File: src/rtl/channel_fifo.sv
// channel_fifo: DEPTH-entry flit buffer on a router output channel with req/ack on both sides
// and a count of completed FLITS-flit packets leaving the buffer.
module channel_fifo #(
  parameter int DEPTH     = 4,
  parameter int ADDR_BITS = 2,
  parameter int FLIT_BITS = 8,
  parameter int FLITS     = 8,
  parameter int ID        = 0
) (
  input  logic                 clk,
  input  logic                 reset,
  input  logic                 in_req,
  input  logic [FLIT_BITS-1:0] in_flit,
  output logic                 in_ack,
  output logic                 out_req,
  output logic [FLIT_BITS-1:0] out_flit,
  input  logic                 out_ack,
  output logic [ADDR_BITS:0]   level,
  output logic                 pkt_done,
  output logic [15:0]          pkts_out
);
  localparam int IW = FLITS > 1 ? $clog2(FLITS) : 1;
  if (DEPTH < 2 || DEPTH != (1 << ADDR_BITS) || FLITS < 1 || ID < 0) begin : g_bad_params
    $error("channel_fifo: DEPTH must be 2**ADDR_BITS and >= 2, FLITS >= 1, ID >= 0");
  end
  logic [FLIT_BITS-1:0] mem [DEPTH];
  logic [ADDR_BITS-1:0] wr_ptr, rd_ptr;
  logic [ADDR_BITS:0]   count;
  logic [IW-1:0]        flit_idx;
  logic                 push, pop, last;
  // all outputs decode registered state only, so no input-to-output combinational path
  always_comb begin
    in_ack   = count != (ADDR_BITS+1)'(DEPTH);
    out_req  = count != '0;
    out_flit = out_req ? mem[rd_ptr] : '0;
    level    = count;
    push     = in_req && in_ack;
    pop      = out_req && out_ack;
    last     = flit_idx == IW'(FLITS-1);
  end
  always_ff @(posedge clk or posedge reset) begin
    if (reset) begin
      wr_ptr   <= '0;
      rd_ptr   <= '0;
      count    <= '0;
      flit_idx <= '0;
      pkts_out <= '0;
      pkt_done <= 1'b0;
    end else begin
      if (push) wr_ptr <= wr_ptr + 1'b1;
      if (pop) rd_ptr <= rd_ptr + 1'b1;
      count    <= (push && !pop) ? count + 1'b1 : (pop && !push) ? count - 1'b1 : count;
      if (pop) flit_idx <= last ? '0 : flit_idx + 1'b1;
      if (pop && last) pkts_out <= pkts_out + 1'b1;
      pkt_done <= pop && last;
    end
  end
  // storage is deliberately not reset; stale entries are unreachable once count is 0
  always_ff @(posedge clk) begin
    if (push) mem[wr_ptr] <= in_flit;
  end
endmodule
File: config.mk
export PLATFORM = sky130hd
export DESIGN_NAME = channel_fifo
export DESIGN_NICKNAME = d
export VERILOG_FILES = /design/src/rtl/channel_fifo.sv
export SDC_FILE = /design/constraint.sdc
export NUM_CORES = 1
export LEC_CHECK = 0
export CORE_ASPECT_RATIO = 1.25
export CORE_MARGIN = 8
export CORE_UTILIZATION = 50
export DETAILED_ROUTE_END_ITERATION = 8
export PLACE_DENSITY = 0.76
export SLEW_MARGIN = 20
export SYNTH_ARGS = -nofsm -noshare
export SYNTH_HDL_FRONTEND = slang
export SYNTH_SLANG_ARGS = --single-unit
File: constraint.sdc
create_clock -name clk -period 2.3 [get_ports clk]
set_clock_uncertainty 0.05 [all_clocks]
set_input_delay 0.23 -clock clk [delete_from_list [all_inputs] [get_ports clk]]
set_output_delay 0.23 -clock clk [all_outputs]
set_load 0.02 [all_outputs]
==> metrics.md, run 1 <==
| Metric | Value |
|---|---|
| # setup viols final | `0` |
| Final WL | `4.66 mm` |
| Syn-to-layout area delta | `28.1%` |
| Crit path kind | `reg -> reg` |
| Count of different cell masters after synthesis | `27` |
| Multiplexer share of the synthesized area | `0.0803` |
| Synth Flop Type | `edfxtp_1` |
| H-tree levels | `3` |
| Switching power | `0.00121 W` |
| Via count | `1476` |
| Placed cells | `277` |
| Root buffer selected by CTS | `clkbuf_8` |
| Sum Neg Setup Slack | `0 ps` |
| First-pass GRT wire length | `7.73 mm` |
| CORE AREA | `4970 µm²` |
| Grt ovf | `0` |
| XOR/XNOR Fraction of Synth Area | `0.0728` |
| Register share of total power | `0.413` |
| Worst EP arrival | `2380 ps` |
| Clk sinks | `59` |
| Io pins | `42` |
| Post-synth top area share | `0.381` |
| Clock power share | `0.227` |
| Avg Synthesized Cell Area | `14.9 µm²` |
| Internal power | `0.00252 W` |
| Period utilization | `0.946` |
| Layout cells sized above 1 | `0.143` |
| IO Port Bufs | `41` |
| CP Launch Type | `flop` |
| Area leader, netlist | `edfxtp_1` |
| Die area | `7590 µm²` |
| Slew Limit Fails | `0` |
| Post-place setup slack | `92.1 ps` |
| Worst Path Required | `2500 ps` |
| Fmax | `460 MHz` |
| Largest family of logic cells by synthesized area | `simple AND/OR/NAND/NOR gates` |
| MaxCap Viol Count | `0` |
| DR vias/cell | `5.04` |
| Post-CTS setup buffers | `0` |
| HPWL Detailed | `3.31 mm` |
| Antenna fix cells | `0` |
| CP max FO | `5` |
| Seq/Total Area, Yosys | `0.648` |
| Total Power | `0.00373 W` |
| Power per cell area | `1150 nW/µm²` |
| Fin Hold WS | `204 ps` |
| Pin count of the biggest net entering global routing | `28` |
| Antenna violations before repair | `0` |
| Antenna viol nets, final | `0` |
| EDFF count, synth | `32` |
| Clock slew at reported path FFs | `60 ps` |
| Die height | `95.5 µm` |
| Non-Filler Instances | `293` |
| DRC viols | `0` |
| Synth Area in Simple Gates | `0.115` |
| Worst Setup SP | `flit_idx[0]` |
| Filler cells | `352` |
| Net Sw Frac | `0.324` |
| Critical path endpoint category | `flop` |
| Syn nets | `191` |
| GRT Util Overall | `0.137` |
| DR pass1 iterations | `4` |
| Post-Synth Adder-Cell Area | `0.0476` |
| Min Tclk post-route | `2170 ps` |
| Compound-Gate Fraction of Synth Area | `0.0159` |
| Nets@finish | `247` |
| Synth warnings | `0` |
| Worst-Skew Late Latency | `330 ps` |
| # rows | `29` |
| Worst Hold Class | `in -> async` |
| Status | `finished clean` |
| Die X-Extent | `79.6 µm` |
| Most frequent cell after synthesis | `edfxtp_1` |
| Post-Synthesis Cells | `170` |
| Initial Utilization | `0.508` |
| VDD IR max | `553 µV` |
| Vias in the first global route | `1555` |
| Most common library cells after synthesis | `edfxtp_1 (32), dfrtp_1 (27), nand2_1 (20), xnor2_1 (14), nor2_1 (9)` |
| Leakage power | `1.32 nW` |
| RD Place Congestion | `0.787` |
| 1st-iter DRT viols | `63` |
| Routed len/inst | `15.9 µm` |
| CTS Buf Count | `9` |
| Final setup margin | `125 ps` |
| CTS tree | `yes` |
| Combinational share of power | `0.361` |
| Final Hold Fails | `0` |
| Worst Tran Pin Value | `476 ps` |
| Unrepaired setup endpoints after global routing | `false` |
| Post-Synthesis Cell Area | `2520 µm²` |
| Top post-synthesis cells by area | `edfxtp_1 (38%), dfrtp_1 (27%), mux4_2 (7.1%)` |
| Reg2reg start | `flit_idx[0]` |
| CTS max path bufs | `2` |
| Seq cells post-synth | `59` |
| Synth async-reset ratio | `0.458` |
| Max_slew headroom | `0.680` |
[cells by family after synthesis]
logic type               after synthesis
AO/OA/AOI/OAI                          3
adder cells (fa/ha/maj)                9
XOR/XNOR                              21
flip-flops                            59
multiplexers                          10
buffers and inverters                 13
AND/OR/NAND/NOR                       55
[registers in the layout (all words and copies together) (netlist names)]
signal	flops
rd_ptr	2
pkt_done	1
mem	32
wr_ptr	2
level	3
flit_idx	3
pkts_out	16
[final cells by class]
| class | count | area, µm² | share of cell area |
|---|---|---|---|
| Sequential cell | 59 | 1640 | 0.506 |
| Tap cell | 62 | 77.6 | 0.0240 |
| Timing Repair Buffer | 48 | 468 | 0.145 |
| Clock inverter | 4 | 42.5 | 0.0132 |
| Multi-Input combinational cell | 98 | 837 | 0.259 |
| Clock buffer | 12 | 135 | 0.0418 |
| Inverter | 10 | 37.5 | 0.0116 |
[path summary, 6_finish.rpt]
check / end / slack [ps] / cells after the start
worst max-delay path: pkts_out[15] / 130 / 6
worst min-delay path: pkts_out[12] / 200 / 3
worst max register to register: pkts_out[15] / 130 / 6
worst min register to register: pkts_out[15] / 440 / 1
max in group asynchronous: level[2] / 1730 / 3
min in group clk: pkts_out[15] / 440 / 1
[power groups by stage]
stage	clock, W	sequential [W]	combinational (W)
final	0.000844	0.00154	0.00134
after global routing	0.000916	0.00157	0.00147
after CTS	0.000866	0.00154	0.00138
after detailed placement	0	0.00155	0.00145
after global placement	0	0.00155	0.00143
after floorplan	0	0.00155	0.000821
[metal layers]
| metal | up-vias | global-route usage | part of all wire |
|---|---|---|---|
| li1 | 710 | - | - |
| met1 | 714 | 0.153 | 0.41 |
| met2 | 46 | 0.214 | 0.49 |
| met3 | 6 | 0.0623 | 0.079 |
| met4 | 0 | 0.0697 | 0.014 |
| met5 | - | 0 | 0 |
[what timing repair did]
| action | 4_1_cts | 5_1_grt |
|---|---|---|
| pin swaps | 0 | 0 |
| endpoints found under the setup margin | 8 | 1 |
| gates resized for setup | 8 | 1 |
| hold buffers | 0 | 0 |
[placed cells by master (no fill, tap or decap), types with 3 or more instances in the layout]
cell,count
and3_1,4
edfxtp_1,32
inv_1,8
xnor2_1,14
dfrtp_1,27
nor2_1,9
clkdlybuf4s50_1,32
nor2b_1,8
nand3_1,4
clkbuf_8,9
clkbuf_1,3
buf_4,6
nand4_1,4
xor2_1,7
mux4_2,8
dlygate4sd2_1,8
ha_1,8
nand2_1,20
[worst max-delay path, stage by stage (launching register included)]
cell and delay (ps):
dfrtp_1 360, ha_1 150, ha_1 250, o311ai_4 160, or4_1 680, nor4_4 300, xor2_1 150
[per-stage QoR]
step                cell area, µm²   util
floorplan                     2520      -
global placement              3060  0.616
detailed placement            3060  0.616
CTS                           3230  0.650
global route                  3230  0.651
finish                        3230  0.651
No activity file was read; power rests on OpenSTA's default activity.
==> run 2, diff against run 1 <==
--- a/config.mk
+++ b/config.mk
@@ -7,9 +7,8 @@
 export LEC_CHECK = 0
 export CORE_ASPECT_RATIO = 1.25
 export CORE_MARGIN = 8
-export CORE_UTILIZATION = 50
+export CORE_UTILIZATION = 25
 export DETAILED_ROUTE_END_ITERATION = 8
-export PLACE_DENSITY = 0.76
 export SLEW_MARGIN = 20
 export SYNTH_ARGS = -nofsm -noshare
 export SYNTH_HDL_FRONTEND = slang
==> run 2 against run 1 <==
Sequential power barely moved. Via count fell by 1.7%. Maximum frequency rose by 0.67%. Global-route usage fell by 5.8 points. Final cell count rose by 23%. Combinational power barely moved. Die area rose by 79%. First-iteration DRC count fell by 17%. Worst setup slack improved by 15 ps. Total power rose by 8.4%. Register-to-register slack improved by 90 ps. Largest cell class unchanged. Highest routed layer unchanged.
==> metrics.md, run 2 (synthesis gave the netlist of run 1 again) <==
| Metric | Value |
|---|---|
| Largest Register | `mem (unchanged)` |
| Clk sinks | `59 (unchanged)` |
| MaxCap Viol Count | `0 (unchanged)` |
| Critical path endpoint category | `output pin (was flop)` |
| Slew Limit Fails | `0 (unchanged)` |
| Top flop regs | `mem x32, pkts_out x16 (unchanged)` |
| Max reg flops | `32 (unchanged)` |
| Clock power share | `0.287 (was 0.227)` |
| Switching power | `0.00126 W (was 0.00121 W)` |
| GR peak layer | `met2 (unchanged)` |
| CTS Buf Count | `9 (unchanged)` |
| DR pass1 iterations | `4 (unchanged)` |
| CTS Hold Bufs | `0 (unchanged)` |
| Nets@finish | `248 (was 247)` |
| H-tree levels | `3 (unchanged)` |
| Die area | `13600 µm² (was 7590 µm²)` |
| 1st-iter DRT viols | `52 (was 63)` |
| Worst Tran Pin Value | `455 ps (was 476 ps)` |
| Status | `finished clean (unchanged)` |
| Filler cells | `995 (was 352)` |
| Io pins | `42 (unchanged)` |
| DRC viols | `0 (unchanged)` |
| Combinational share of power | `0.328 (was 0.361)` |
| Root buffer selected by CTS | `clkbuf_16 (was clkbuf_8)` |
| Worst R2R Setup Slack | `220 ps (was 130 ps)` |
| First-pass GRT wire length | `8.21 mm (was 7.73 mm)` |
| Max_slew headroom | `0.697 (was 0.680)` |
| CORE AREA | `9950 µm² (was 4970 µm²)` |
| Most common cell after layout, fill and taps aside | `clkdlybuf4s50_1` |
| CP max FO | `8 (was 5)` |
| Initial Utilization | `0.254 (was 0.508)` |
| HPWL Detailed | `3.55 mm (was 3.31 mm)` |
| Final WL | `4.86 mm (was 4.66 mm)` |
| Grt ovf | `0 (unchanged)` |
| IO Port Bufs | `41 (unchanged)` |
| Clock slew at reported path FFs | `50 ps (was 60 ps)` |
| Vias in the first global route | `1604 (was 1555)` |
| Met3 Use GR | `0.0255 (was 0.0623)` |
| Worst-Skew Late Latency | `320 ps (was 330 ps)` |
| CTS max path bufs | `2 (unchanged)` |
| RD Place Congestion | `0.721 (was 0.787)` |
| Via count | `1451 (was 1476)` |
| CP Launch Type | `flop (unchanged)` |
| Post-CTS setup buffers | `0 (unchanged)` |
| Antenna viol nets, final | `0 (unchanged)` |
| Pin count of the biggest net entering global routing | `28 (unchanged)` |
| Period utilization | `0.939 (was 0.946)` |
| Die height | `128 µm (was 95.5 µm)` |
| Die X-Extent | `106 µm (was 79.6 µm)` |
| Sum Neg Setup Slack | `0 ps (unchanged)` |
| Power per cell area | `1180 nW/µm² (was 1150 nW/µm²)` |
| Layout cells sized above 1 | `0.147 (was 0.143)` |
| VDD IR max | `564 µV (was 553 µV)` |
| Register share of total power | `0.385 (was 0.413)` |
| Worst Path Required | `2020 ps (was 2500 ps)` |
| # setup viols final | `0 (unchanged)` |
| Net Sw Frac | `0.312 (was 0.324)` |
| Total Power | `0.00404 W (was 0.00373 W)` |
| M1 GR Usage | `0.0866 (was 0.153)` |
| Critical-path cell list | `buf_12 > mux4_2 > nor2b_1 > dlygate4sd2_1 (was ha_1 > ha_1 > o311ai_4 > or4_1 > nor4_4 > xor2_1)` |
| Fmax | `463 MHz (was 460 MHz)` |
| GRT Util Overall | `0.0788 (was 0.137)` |
| Antenna fix cells | `0 (unchanged)` |
| Antenna violations before repair | `0 (unchanged)` |
| CP peak stage delay | `500 ps (was 680 ps)` |
| DR vias/cell | `4.02 (was 5.04)` |
| Min Tclk post-route | `2160 ps (was 2170 ps)` |
| Final Hold Fails | `0 (unchanged)` |
| Syn-to-layout area delta | `35.1% (was 28.1%)` |
| Leakage power | `1.36 nW (was 1.32 nW)` |
| Slowest CP cell | `mux4_2 (was or4_1)` |
| Routed len/inst | `13.5 µm (was 15.9 µm)` |
| Commonest cells after routing, fill and taps aside | `clkdlybuf4s50_1 (33), edfxtp_1 (32), dfrtp_1 (27) (was clkdlybuf4s50_1 (32), edfxtp_1 (32), dfrtp_1 (27))` |
| Internal power | `0.00278 W (was 0.00252 W)` |
| # rows | `41 (was 29)` |
| CTS tree | `yes (unchanged)` |
| Unrepaired setup endpoints after global routing | `false (unchanged)` |
| Crit path kind | `reg -> out (was reg -> reg)` |
| Worst EP arrival | `1880 ps (was 2380 ps)` |
| Met2 Usage GRT | `0.129 (was 0.214)` |
| Worst Hold Class | `in -> async (unchanged)` |
-- run 2: cell count changes in the layout (fill, tap and decap cells not counted), sizes merged --
cell / previous run / this run
dlymetal6s2s: 1 / 0
bufinv: 1 / 0
clkdlybuf4s50: 32 / 33
buf: 7 / 8
clkinv: 3 / 0
clkbuf: 12 / 16
-- run 2: final cells by class --
type	instances	area, µm²	area share
inverter	10	37.5	0.0110
tap	129	161	0.0473
clock buffer	16	262	0.0767
timing repair buffer	49	473	0.139
multi-input combinational	98	841	0.247
sequential	59	1640	0.480
-- run 2: per-layer routing --
layer / vias up / wire length, µm / part of all wire
met4: 0 / 29 / 0.0060
met2: 24 / 2570 / 0.53
met1: 708 / 2070 / 0.43
li1: 717 / - / -
met5: - / 0 / 0
met3: 2 / 189 / 0.039
-- run 2: final timing paths --
| check | cells after the start | start | to |
|---|---|---|---|
| worst max-delay path | 4 | rd_ptr[0] | out_flit[3] |
| min in group clk | 2 | flit_idx[1] | flit_idx[1] |
| worst min-delay path | 3 | reset | pkts_out[14] |
| worst max register to register | 6 | flit_idx[0] | pkts_out[15] |
| worst min register to register | 2 | flit_idx[1] | flit_idx[1] |
| max in group asynchronous | 3 | reset | pkts_out[0] |
-- run 2: worst max-delay path, delay by kind of cell, from the launching register on --
kind                   cells  cell delay (ps)
flip-flops                 1              420
AND/OR/NAND/NOR            1              150
multiplexers               1              500
buffers and inverters      2              490
-- run 2: stage by stage --
step,instances,hold slack (ps),cell area (µm²),utilization,worst slack [ps]
after global placement,345,413,3160,0.317,123
after global routing,361,298,3410,0.343,35.7
final,361,238,3410,0.343,140
after detailed placement,345,426,3160,0.317,77.8
after floorplan,170,233,2520,-,28.4
after CTS,361,246,3410,0.342,88.6
-- run 2: timing repair --
action	4_1_cts	5_1_grt
resized for setup	8	1
endpoints found under the setup margin	8	1
pin swaps	0	0
-- run 2: power by group through the flow --
stage / sequential [W] / clock, W / combinational (W)
2_1_floorplan: 0.00155 / 0 / 0.000821
3_3_place_gp: 0.00157 / 0 / 0.00141
3_5_place_dp: 0.00158 / 0 / 0.00144
4_1_cts: 0.00156 / 0.00119 / 0.00136
5_1_grt: 0.00159 / 0.00123 / 0.00146
6_report: 0.00156 / 0.00116 / 0.00132
